$ cat src/rtl/mux_arb_nto1_pkg.sv
// Shared types and helpers for the N:1 arbitrating multiplexer.
package mux_pkg;

    typedef enum logic {ARB_FIXED = 1'b0, ARB_RR = 1'b1} arb_mode_t;
    typedef enum logic {EMPTY = 1'b0, FULL = 1'b1} out_state_t;

    localparam int unsigned MAX_CHANNELS = 16;
    localparam int unsigned MAX_SEL_W    = $clog2(MAX_CHANNELS);

    // Index of the set bit in a one-hot (or zero) vector.
    function automatic logic [MAX_SEL_W-1:0] onehot_to_idx(input logic [MAX_CHANNELS-1:0] oh);
        logic [MAX_SEL_W-1:0] idx;
        idx = '0;
        for (int unsigned i = 0; i < MAX_CHANNELS; i++) begin
            if (oh[i]) idx = idx | MAX_SEL_W'(i);
        end
        return idx;
    endfunction

endpackage

$ cat src/rtl/mux_arb_nto1_rr_pick.sv
// Combinational search: first asserted request at or after ptr, wrapping modulo CHANNELS.
module rr_pick
    import mux_pkg::*;
#(
    parameter  int unsigned CHANNELS = 4,
    localparam int unsigned SEL_W    = $clog2(CHANNELS)
) (
    input  logic [CHANNELS-1:0] req,
    input  logic [SEL_W-1:0]    ptr,
    output logic [SEL_W-1:0]    winner,
    output logic                any
);

    logic [CHANNELS-1:0] onehot;
    logic                found;
    int unsigned         pos;

    always_comb begin
        onehot = '0;
        found  = 1'b0;
        pos    = 0;
        for (int unsigned i = 0; i < CHANNELS; i++) begin
            pos = (32'(ptr) + i) % CHANNELS;
            if (!found && req[SEL_W'(pos)]) begin
                found               = 1'b1;
                onehot[SEL_W'(pos)] = 1'b1;
            end
        end
        winner = SEL_W'(onehot_to_idx(MAX_CHANNELS'(onehot)));
    end

    assign any = |req;

endmodule

$ cat src/rtl/mux_arb_nto1.sv
// N-channel to 1 arbitrating multiplexer with a registered, handshaked output stage.
module mux_arb_nto1
    import mux_pkg::*;
#(
    parameter  int unsigned n        = 8,
    parameter  int unsigned CHANNELS = 4,
    parameter  arb_mode_t   MODE     = ARB_RR,
    localparam int unsigned SEL_W    = $clog2(CHANNELS)
) (
    input  logic                  clk,
    input  logic                  rst,
    input  logic                  en,
    input  logic [CHANNELS*n-1:0] in_data,
    input  logic [CHANNELS-1:0]   in_valid,
    output logic [CHANNELS-1:0]   in_ready,
    output logic [n-1:0]          out_data,
    output logic                  out_valid,
    input  logic                  out_ready,
    output logic [SEL_W-1:0]      grant
);

    out_state_t       state;
    logic [SEL_W-1:0] ptr;
    logic [SEL_W-1:0] pick_ptr;
    logic [SEL_W-1:0] winner;
    logic [SEL_W-1:0] ptr_next;
    logic             any;
    logic             load;
    logic [n-1:0]     win_data;

    // Fixed priority is a round-robin search that always starts at channel 0.
    assign pick_ptr = (MODE == ARB_RR) ? ptr : '0;

    rr_pick #(.CHANNELS(CHANNELS)) u_pick (
        .req    (in_valid),
        .ptr    (pick_ptr),
        .winner (winner),
        .any    (any)
    );

    assign out_valid = (state == FULL);
    assign load      = en && any && (!out_valid || out_ready);
    assign in_ready  = (load && !rst) ? (CHANNELS'(1) << winner) : '0;
    assign ptr_next  = (winner == SEL_W'(CHANNELS - 1)) ? '0 : winner + SEL_W'(1);

    // Compare-and-select so only the winning slice can reach the output register.
    always_comb begin
        win_data = '0;
        for (int unsigned k = 0; k < CHANNELS; k++) begin
            if (SEL_W'(k) == winner) win_data = in_data[k*n +: n];
        end
    end

    always_ff @(posedge clk or posedge rst) begin
        if (rst) begin
            state    <= EMPTY;
            out_data <= '0;
            grant    <= '0;
            ptr      <= '0;
        end else begin
            case (state)
                EMPTY: begin
                    if (load) begin
                        state    <= FULL;
                        out_data <= win_data;
                        grant    <= winner;
                        if (MODE == ARB_RR) ptr <= ptr_next;
                    end
                end
                FULL: begin
                    if (load) begin
                        out_data <= win_data;
                        grant    <= winner;
                        if (MODE == ARB_RR) ptr <= ptr_next;
                    end else if (out_ready) begin
                        state <= EMPTY;
                    end
                end
                default: state <= EMPTY;
            endcase
        end
    end

endmodule

$ cat config.mk
export PLATFORM = sky130hd
export DESIGN_NAME = mux_arb_nto1
export DESIGN_NICKNAME = d
export VERILOG_FILES = /design/src/rtl/mux_arb_nto1_pkg.sv /design/src/rtl/mux_arb_nto1_rr_pick.sv /design/src/rtl/mux_arb_nto1.sv
export SDC_FILE = /design/constraint.sdc
export NUM_CORES = 1
export LEC_CHECK = 0
export ABC_AREA = 0
export CORE_MARGIN = 10
export CORE_UTILIZATION = 35
export CTS_CLUSTER_DIAMETER = 30
export DETAILED_ROUTE_END_ITERATION = 10
export GPL_ROUTABILITY_DRIVEN = 0
export PLACE_DENSITY = 0.78
export SLEW_MARGIN = 20
export SYNTH_ARGS = -nofsm -noshare
export SYNTH_HDL_FRONTEND = slang
export SYNTH_HIERARCHICAL = 1
export SYNTH_SLANG_ARGS = --single-unit
$ cat constraint.sdc
create_clock -name clk -period 2.95 [get_ports clk]
set_input_delay 0.4425 -clock clk [delete_from_list [all_inputs] [get_ports clk]]
set_output_delay 0.4425 -clock clk [all_outputs]
set_load 0.01 [all_outputs]
==> out/metrics.csv, run 1 <==
metric,value,unit
Least-Margin Pin Slew,0.465,ns
master of the slowest instance on the critical path,sky130_fd_sc_hd__mux4_2,
Yosys reg bits,13,
part of the cycle the worst path needs,105,%
Max-cap violations,0,
starting density of the core,35.9,%
violated checks,negative setup slack,
endpoint required time on the critical path,2.51,ns
number of violations reported at the end of detailed-routing iteration 0,56,
worst max-slew margin expressed relative to the limit,69.0,%
cell area after synthesis,1180,sq um
level count of the clock H-tree,1,
number of iterations in the first detailed-routing pass,4,
Worst Setup Start Kind,register,
data arrival time at the worst-slack endpoint,2.67,ns
floorplan die area,6090,sq um
quantity of I/O buffers inserted on ports,54,
largest net degree at the start of global routing,18,
worst-case hold path end point,out_data[4],
vias in the first global route,1339,
layout net count,247,
layout-stage area growth over the synthesis result,78.8,%
Yosys warnings,6,
Vert. Die Dim,78.1,um
critical path start-end classification,register to output pin,
"top library cells by usage in the layout, fill and taps aside","sky130_fd_sc_hd__clkdlybuf4s50_1 (46), sky130_fd_sc_hd__buf_4 (20), sky130_fd_sc_hd__o21ai_0 (12), sky130_fd_sc_hd__dfrtp_1 (12)",
total routing resource utilization after global routing,13.0,%
count of standard-cell rows,21,
main flop type after synthesis,sky130_fd_sc_hd__dfrtp_1,
number of design rule violations left after detail routing,0,
Synth Net Count,170,
I/O pins,55,
total vias in the final route,1275,
outcome,"finished, violations left",
average wire per cell in the routed design,18.1,um
core area,3280,sq um
start point of the worst hold path,out_data[4],
Antenna Diode Count,0,
Post-Syn Area per Cell,9.83,sq um
worst flop-to-flop path startpoint,pick_ptr[1],
Total Power Consumption,3030,uW
number of placed cells counting well taps,225,
Tmin final,3.11,ns
fmax,322,MHz
Place WS,-0.611,ns
final setup slack of the worst path,-0.159,ns
fraction of layout instances using a drive strength above 1,33.7,%
clock-pin slew on the worst setup and hold paths,0.07,ns
endpoints failing setup,5,
Final Max Tran Viols,0,
Critical Path End Type,output pin,
"Cell Count, Final, Fillers Out",242,
Detailed Place HPWL,3.11,mm
setup repair after global routing missed its margin,yes,
clk sink count,13,
hold violation total from the final report,0,
maximum clock path buffer count,2,
Final Routed Wirelength,4.37,mm
global-route congestion overflow total,0,
Synth async-reset ratio,100,%
TritonCTS Buffers,3,
first-pass GRT wire length,6.62,mm
clock insertion delay at the later pin of the skew report,0.27,ns
cell count of the worst reg-to-reg path,13,
share of synthesized area occupied by flip-flops and latches,27.6,%
endpoint of the worst-slack reg-to-reg timing path,out_data[0],
ordered list of cells on the worst path,inv_2 -> ha_4 -> mux4_2 -> nor2b_4 -> a221oi_2 -> o22ai_2 -> inv_2 -> ha_4 -> nor3b_2 -> buf_2,
cts-stage hold buffer count,0,
cell leakage power,0.000933,uW
Filler cells,260,
Max stage delay on crit path,0.49,ns
horizontal die dimension,78.1,um
post-route ant nets,0,
antenna violations before repair,0,
Post-Synthesis Cells,120,
average vias per placed instance,5.27,
worst clock skew on the final layout,0.00140,ns
root buffer cell,sky130_fd_sc_hd__clkbuf_4,
ratio of total power to cell area,1440,nW/um^2
number of flops mapped to enable cells by yosys,0,
worst supply voltage drop on vdd,0.827,mV
most common library cell in the layout ignoring fill and taps,sky130_fd_sc_hd__clkdlybuf4s50_1,
Worst R2R Setup Slack,-0.02,ns
Hold/Removal Path Class,register to register,
number of cells on the worst hold path,2,
clock tree from TritonCTS,built,
CP Max Fanout,3,
number of distinct standard cells referenced by the synthesized netlist,32,
setup total negative slack,-0.556,ns
==> repair_timing <==
action | 4_1_cts | 5_1_grt
pin swaps | 3 | 11
endpoints found under the setup margin | 12 | 12
gates resized for setup | 38 | 15
buffers inserted | 4 | 9
==> where the power goes <==
part | total, uW | switching (uW) | leakage [uW] | internal, uW
combinational | 2620 | 1200 | 0.000760 | 1420
clock | 108 | 55.6 | 0.0000150 | 52.4
sequential | 307 | 45.2 | 0.000158 | 262
==> sequential cells by signal, indices dropped and copies added, names as in the netlist <==
register,count
grant,2
out_data,8
out_valid,1
pick_ptr,2
==> logic make-up after synthesis <==
logic type / after synthesis / share of synthesized area, %
AO/OA/AOI/OAI: 45 / 25.9
adder cells (fa/ha/maj): 10 / 10.6
buffers and inverters: 16 / 7.32
flip-flops: 13 / 27.6
multiplexers: 5 / 9.23
AND/OR/NAND/NOR: 31 / 19.4
==> how the worst max path moves through the flow <==
| stage | startpoint | end | cells past startpoint |
|---|---|---|---|
| floorplan | pick_ptr[1] | in_ready[3] | 10 |
| global placement | in_valid[2] | in_ready[0] | 9 |
| detailed placement | in_valid[3] | in_ready[1] | 9 |
| CTS | pick_ptr[1] | in_ready[1] | 10 |
| global route | pick_ptr[1] | in_ready[0] | 10 |
| finish | pick_ptr[1] | in_ready[0] | 10 |
==> Yosys cell counts, drive strengths merged, types with 2 or more instances <==
library cell | n | area (sq um)
clkbuf | 5 | 18.8
buf | 3 | 37.5
nor2b | 10 | 72.6
nor2 | 2 | 7.51
a221oi | 2 | 17.5
and3b | 7 | 61.3
o31ai | 9 | 67.6
dfrtp | 13 | 325
or2 | 2 | 12.5
inv | 8 | 30.0
o21ai | 12 | 60.1
o22ai | 4 | 25.0
a211oi | 8 | 60.1
mux4 | 4 | 97.6
ha | 10 | 125
nor3b | 5 | 42.5
a21o | 7 | 52.6
==> worst max-delay path, delay by kind of cell, from the launching register on <==
kind	cells	cell delay, ns
adders and majority gates	2	0.44
buffers and inverters	3	0.37
and+or+nand+nor	2	0.31
DFF	1	0.39
AOI/OAI and AO/OA	2	0.38
muxes	1	0.49
==> stage by stage <==
step	area (sq um)	util [%]	hold WS [ns]
finish	2110	64.2	0.518
CTS	1950	59.4	0.523
global placement	1860	56.7	0.487
floorplan	1230	-	0.319
detailed placement	1860	56.7	0.499
global route	2110	64.2	0.563
==> layer usage <==
metal | global-route usage [%] | wire length [um] | vias to the layer above
met3 | 1.71 | 224 | 8
met4 | 4.66 | 80 | 0
met5 | 0 | 0 | -
met2 | 24.3 | 2380 | 44
met1 | 14.5 | 1690 | 623
li1 | - | - | 600
==> final cells by class <==
type                    instances  area, sq um  share of cell area, %
multi-input cells              91          930                   44.1
repair buffers                 80          739                   35.1
flip-flops and latches         13          327                   15.5
well taps                      46         57.6                   2.73
inverters                       8         30.0                   1.42
clock buffers                   4         26.3                   1.25
(Power assumes the default switching activity.)
==> inputs of run 2 (changes only) <==
- PLACE_DENSITY: 0.78 -> 0.73
==> run 2 against run 1 <==
Compared with the run above:
- the flow still finishes with violations (negative setup slack)
- critical path depth stayed put
- clock-buffer cell count stayed put
- utilization is 2.0 points lower
- final cell count is 2.1% lower
- sequential cell count stayed put
- power is 7.1% lower
- hold slack worse by 0.0083 ns
- combinational power is 8.0% lower
- sequential power hardly changed
- fmax is 1.1% higher
- global-route usage is 0.91 points higher
- die area stayed put
==> out/metrics.csv, run 2 (synthesized netlist as in run 1, its figures left out) <==
metric,value,unit,change
Worst R2R Setup Slack,-0.04,ns,-0.02 ns
ordered list of cells on the worst path,inv_2 -> ha_4 -> mux4_2 -> nor2b_4 -> a221oi_2 -> o22ai_1 -> inv_1 -> ha_2 -> nor3b_4 -> buf_2,,
first-pass GRT wire length,6.98,mm,+5.3%
number of flip-flops in the largest register,8,,unchanged
global-route congestion overflow total,0,,unchanged
hold violation total from the final report,0,,unchanged
number of design rule violations left after detail routing,0,,unchanged
worst supply voltage drop on vdd,0.672,mV,-19%
clock tree from TritonCTS,built,,
horizontal die dimension,78.1,um,unchanged
fmax,325,MHz,+1.1%
total vias in the final route,1239,,-2.8%
Switch Pwr,1210,uW,-6.9%
maximum clock path buffer count,2,,unchanged
critical path start-end classification,register to output pin,,
Max stage delay on crit path,0.49,ns,about the same
setup total negative slack,-0.543,ns,+0.0124 ns
Least-Margin Pin Slew,0.496,ns,+0.0311 ns
Final Routed Wirelength,4.31,mm,-1.6%
number of violations reported at the end of detailed-routing iteration 0,57,,+1.8%
part of the power in registers,10.8,%,+0.7 points
worst clock skew on the final layout,0.00165,ns,+0.000252 ns
Tmin final,3.07,ns,-0.0351 ns
"top library cells by usage in the layout, fill and taps aside","sky130_fd_sc_hd__clkdlybuf4s50_1 (46), sky130_fd_sc_hd__buf_4 (17), sky130_fd_sc_hd__o21ai_0 (12), sky130_fd_sc_hd__dfrtp_1 (12)",,
average vias per placed instance,5.23,,-0.77%
number of iterations in the first detailed-routing pass,4,,unchanged
number of buffer and inverter instances along the worst setup path,3,,unchanged
cell family with the largest share of critical-path delay,multiplexers,,
"Non-Filler Cell Area, Final",2040,sq um,-3.1%
placed standard-cell area,1880,sq um,+0.81%
Final Max Tran Viols,0,,unchanged
most common library cell in the layout ignoring fill and taps,sky130_fd_sc_hd__clkdlybuf4s50_1,,
Place WS,-0.603,ns,+0.00782 ns
outcome,"finished, violations left",,
Detailed Place HPWL,3.25,mm,+4.6%
largest net degree at the start of global routing,18,,unchanged
Antenna Diode Count,0,,unchanged
register with the highest flop count,out_data,,
endpoints failing setup,8,,+3
master of the slowest instance on the critical path,sky130_fd_sc_hd__mux4_2,,
average wire per cell in the routed design,18.2,um,+0.52%
starting density of the core,35.9,%,unchanged
data arrival time at the worst-slack endpoint,2.63,ns,-0.04 ns
total routing resource utilization after global routing,13.9,%,+0.91 points
layout net count,242,,-2.0%
level count of the clock H-tree,1,,unchanged
combinational share of power,85.3,%,-1.0 points
internal portion of total power,1610,uW,-7.2%
root buffer cell,sky130_fd_sc_hd__clkbuf_4,,
final setup slack of the worst path,-0.124,ns,+0.0351 ns
Hold/Removal Path Class,register to register,,
count of standard-cell rows,21,,unchanged
endpoint required time on the critical path,2.51,ns,about the same
floorplan die area,6090,sq um,unchanged
cell leakage power,0.000904,uW,-3.0%
quantity of I/O buffers inserted on ports,54,,unchanged
vias in the first global route,1344,,+0.37%
TritonCTS Buffers,3,,unchanged
I/O pins,55,,unchanged
violated checks,negative setup slack,,
part of the cycle the worst path needs,104,%,-1.2 points
CP Max Fanout,3,,unchanged
Max-cap violations,0,,unchanged
fraction of layout instances using a drive strength above 1,29.8,%,-3.8 points
post-route ant nets,0,,unchanged
worst max-slew margin expressed relative to the limit,66.9,%,-2.1 points
Worst Setup Start Kind,register,,
clock insertion delay at the later pin of the skew report,0.27,ns,about the same
clock network fraction of total power,3.9,%,+0.3 points
Vert. Die Dim,78.1,um,unchanged
clk sink count,13,,unchanged
Critical Path End Type,output pin,,
final hold slack,0.509,ns,-0.00825 ns
antenna violations before repair,0,,unchanged
setup repair after global routing missed its margin,yes,,
cts-stage hold buffer count,0,,unchanged
ratio of total power to cell area,1380,nW/um^2,-4.0%
switching share of power,43.0,%,+0.065 points
clock-pin slew on the worst setup and hold paths,0.08,ns,about the same
layout-stage area growth over the synthesis result,73.2,%,
core area,3280,sq um,unchanged
## run 2: area by class of cell
class,instances,area (sq um)
Clock buffer,4,26.3
Fill cell,261,1240
Multi-Input combinational cell,91,902
Inverter,8,30.0
Sequential cell,13,327
Timing Repair Buffer,75,701
Tap cell,46,57.6
## run 2: metal layers
layer  global-route usage, %  routed length (um)  vias up
li1                        -                   -      591
met1                    16.1                1770      622
met5                       0                   0        -
met3                    1.48                  86        6
met2                    25.6                2360       20
met4                    5.20                  91        0
## run 2: final timing paths
check | startpoint | to | cells after the start
max | pick_ptr[1] | in_ready[1] | 10
min | out_data[4] | out_data[4] | 2
max reg2reg | pick_ptr[1] | out_data[7] | 13
min reg2reg | out_data[4] | out_data[4] | 2
max in group asynchronous | rst | pick_ptr[0] | 2
min in group asynchronous | rst | grant[1] | 2
## run 2: power by group through the flow
stage | sequential [uW] | combinational, uW | clock (uW)
6_report | 306 | 2410 | 109
3_3_place_gp | 301 | 1740 | 0
2_1_floorplan | 353 | 1130 | 0
3_5_place_dp | 305 | 1810 | 0
4_1_cts | 305 | 2220 | 111
5_1_grt | 316 | 2600 | 121
## run 2: worst reg2reg max path, cell delays in order, from the launching register on
cell and delay, ns:
sky130_fd_sc_hd__dfrtp_1 0.38, sky130_fd_sc_hd__inv_2 0.07, sky130_fd_sc_hd__ha_4 0.28, sky130_fd_sc_hd__mux4_2 0.49, sky130_fd_sc_hd__nor2b_4 0.15, sky130_fd_sc_hd__a221oi_2 0.23, sky130_fd_sc_hd__o22ai_1 0.12, sky130_fd_sc_hd__buf_4 0.17
sky130_fd_sc_hd__ha_4 0.16, sky130_fd_sc_hd__buf_8 0.12, sky130_fd_sc_hd__nor3b_4 0.20, sky130_fd_sc_hd__buf_6 0.18, sky130_fd_sc_hd__a211oi_1 0.09, sky130_fd_sc_hd__o31ai_1 0.24
## run 2: per-stage QoR
step                util, %  std cells  power, uW
floorplan                 -        120       1490
global placement       57.1        227       2040
detailed placement     57.1        227       2120
CTS                    60.8        236       2640
global route           62.2        237       3030
finish                 62.2        237       2820
## run 2: what timing repair did
action | 4_1_cts | 5_1_grt
setup endpoints to repair | 12 | 12
resized for setup | 40 | 7
pin swaps | 6 | 3
setup buffers | 5 | 1
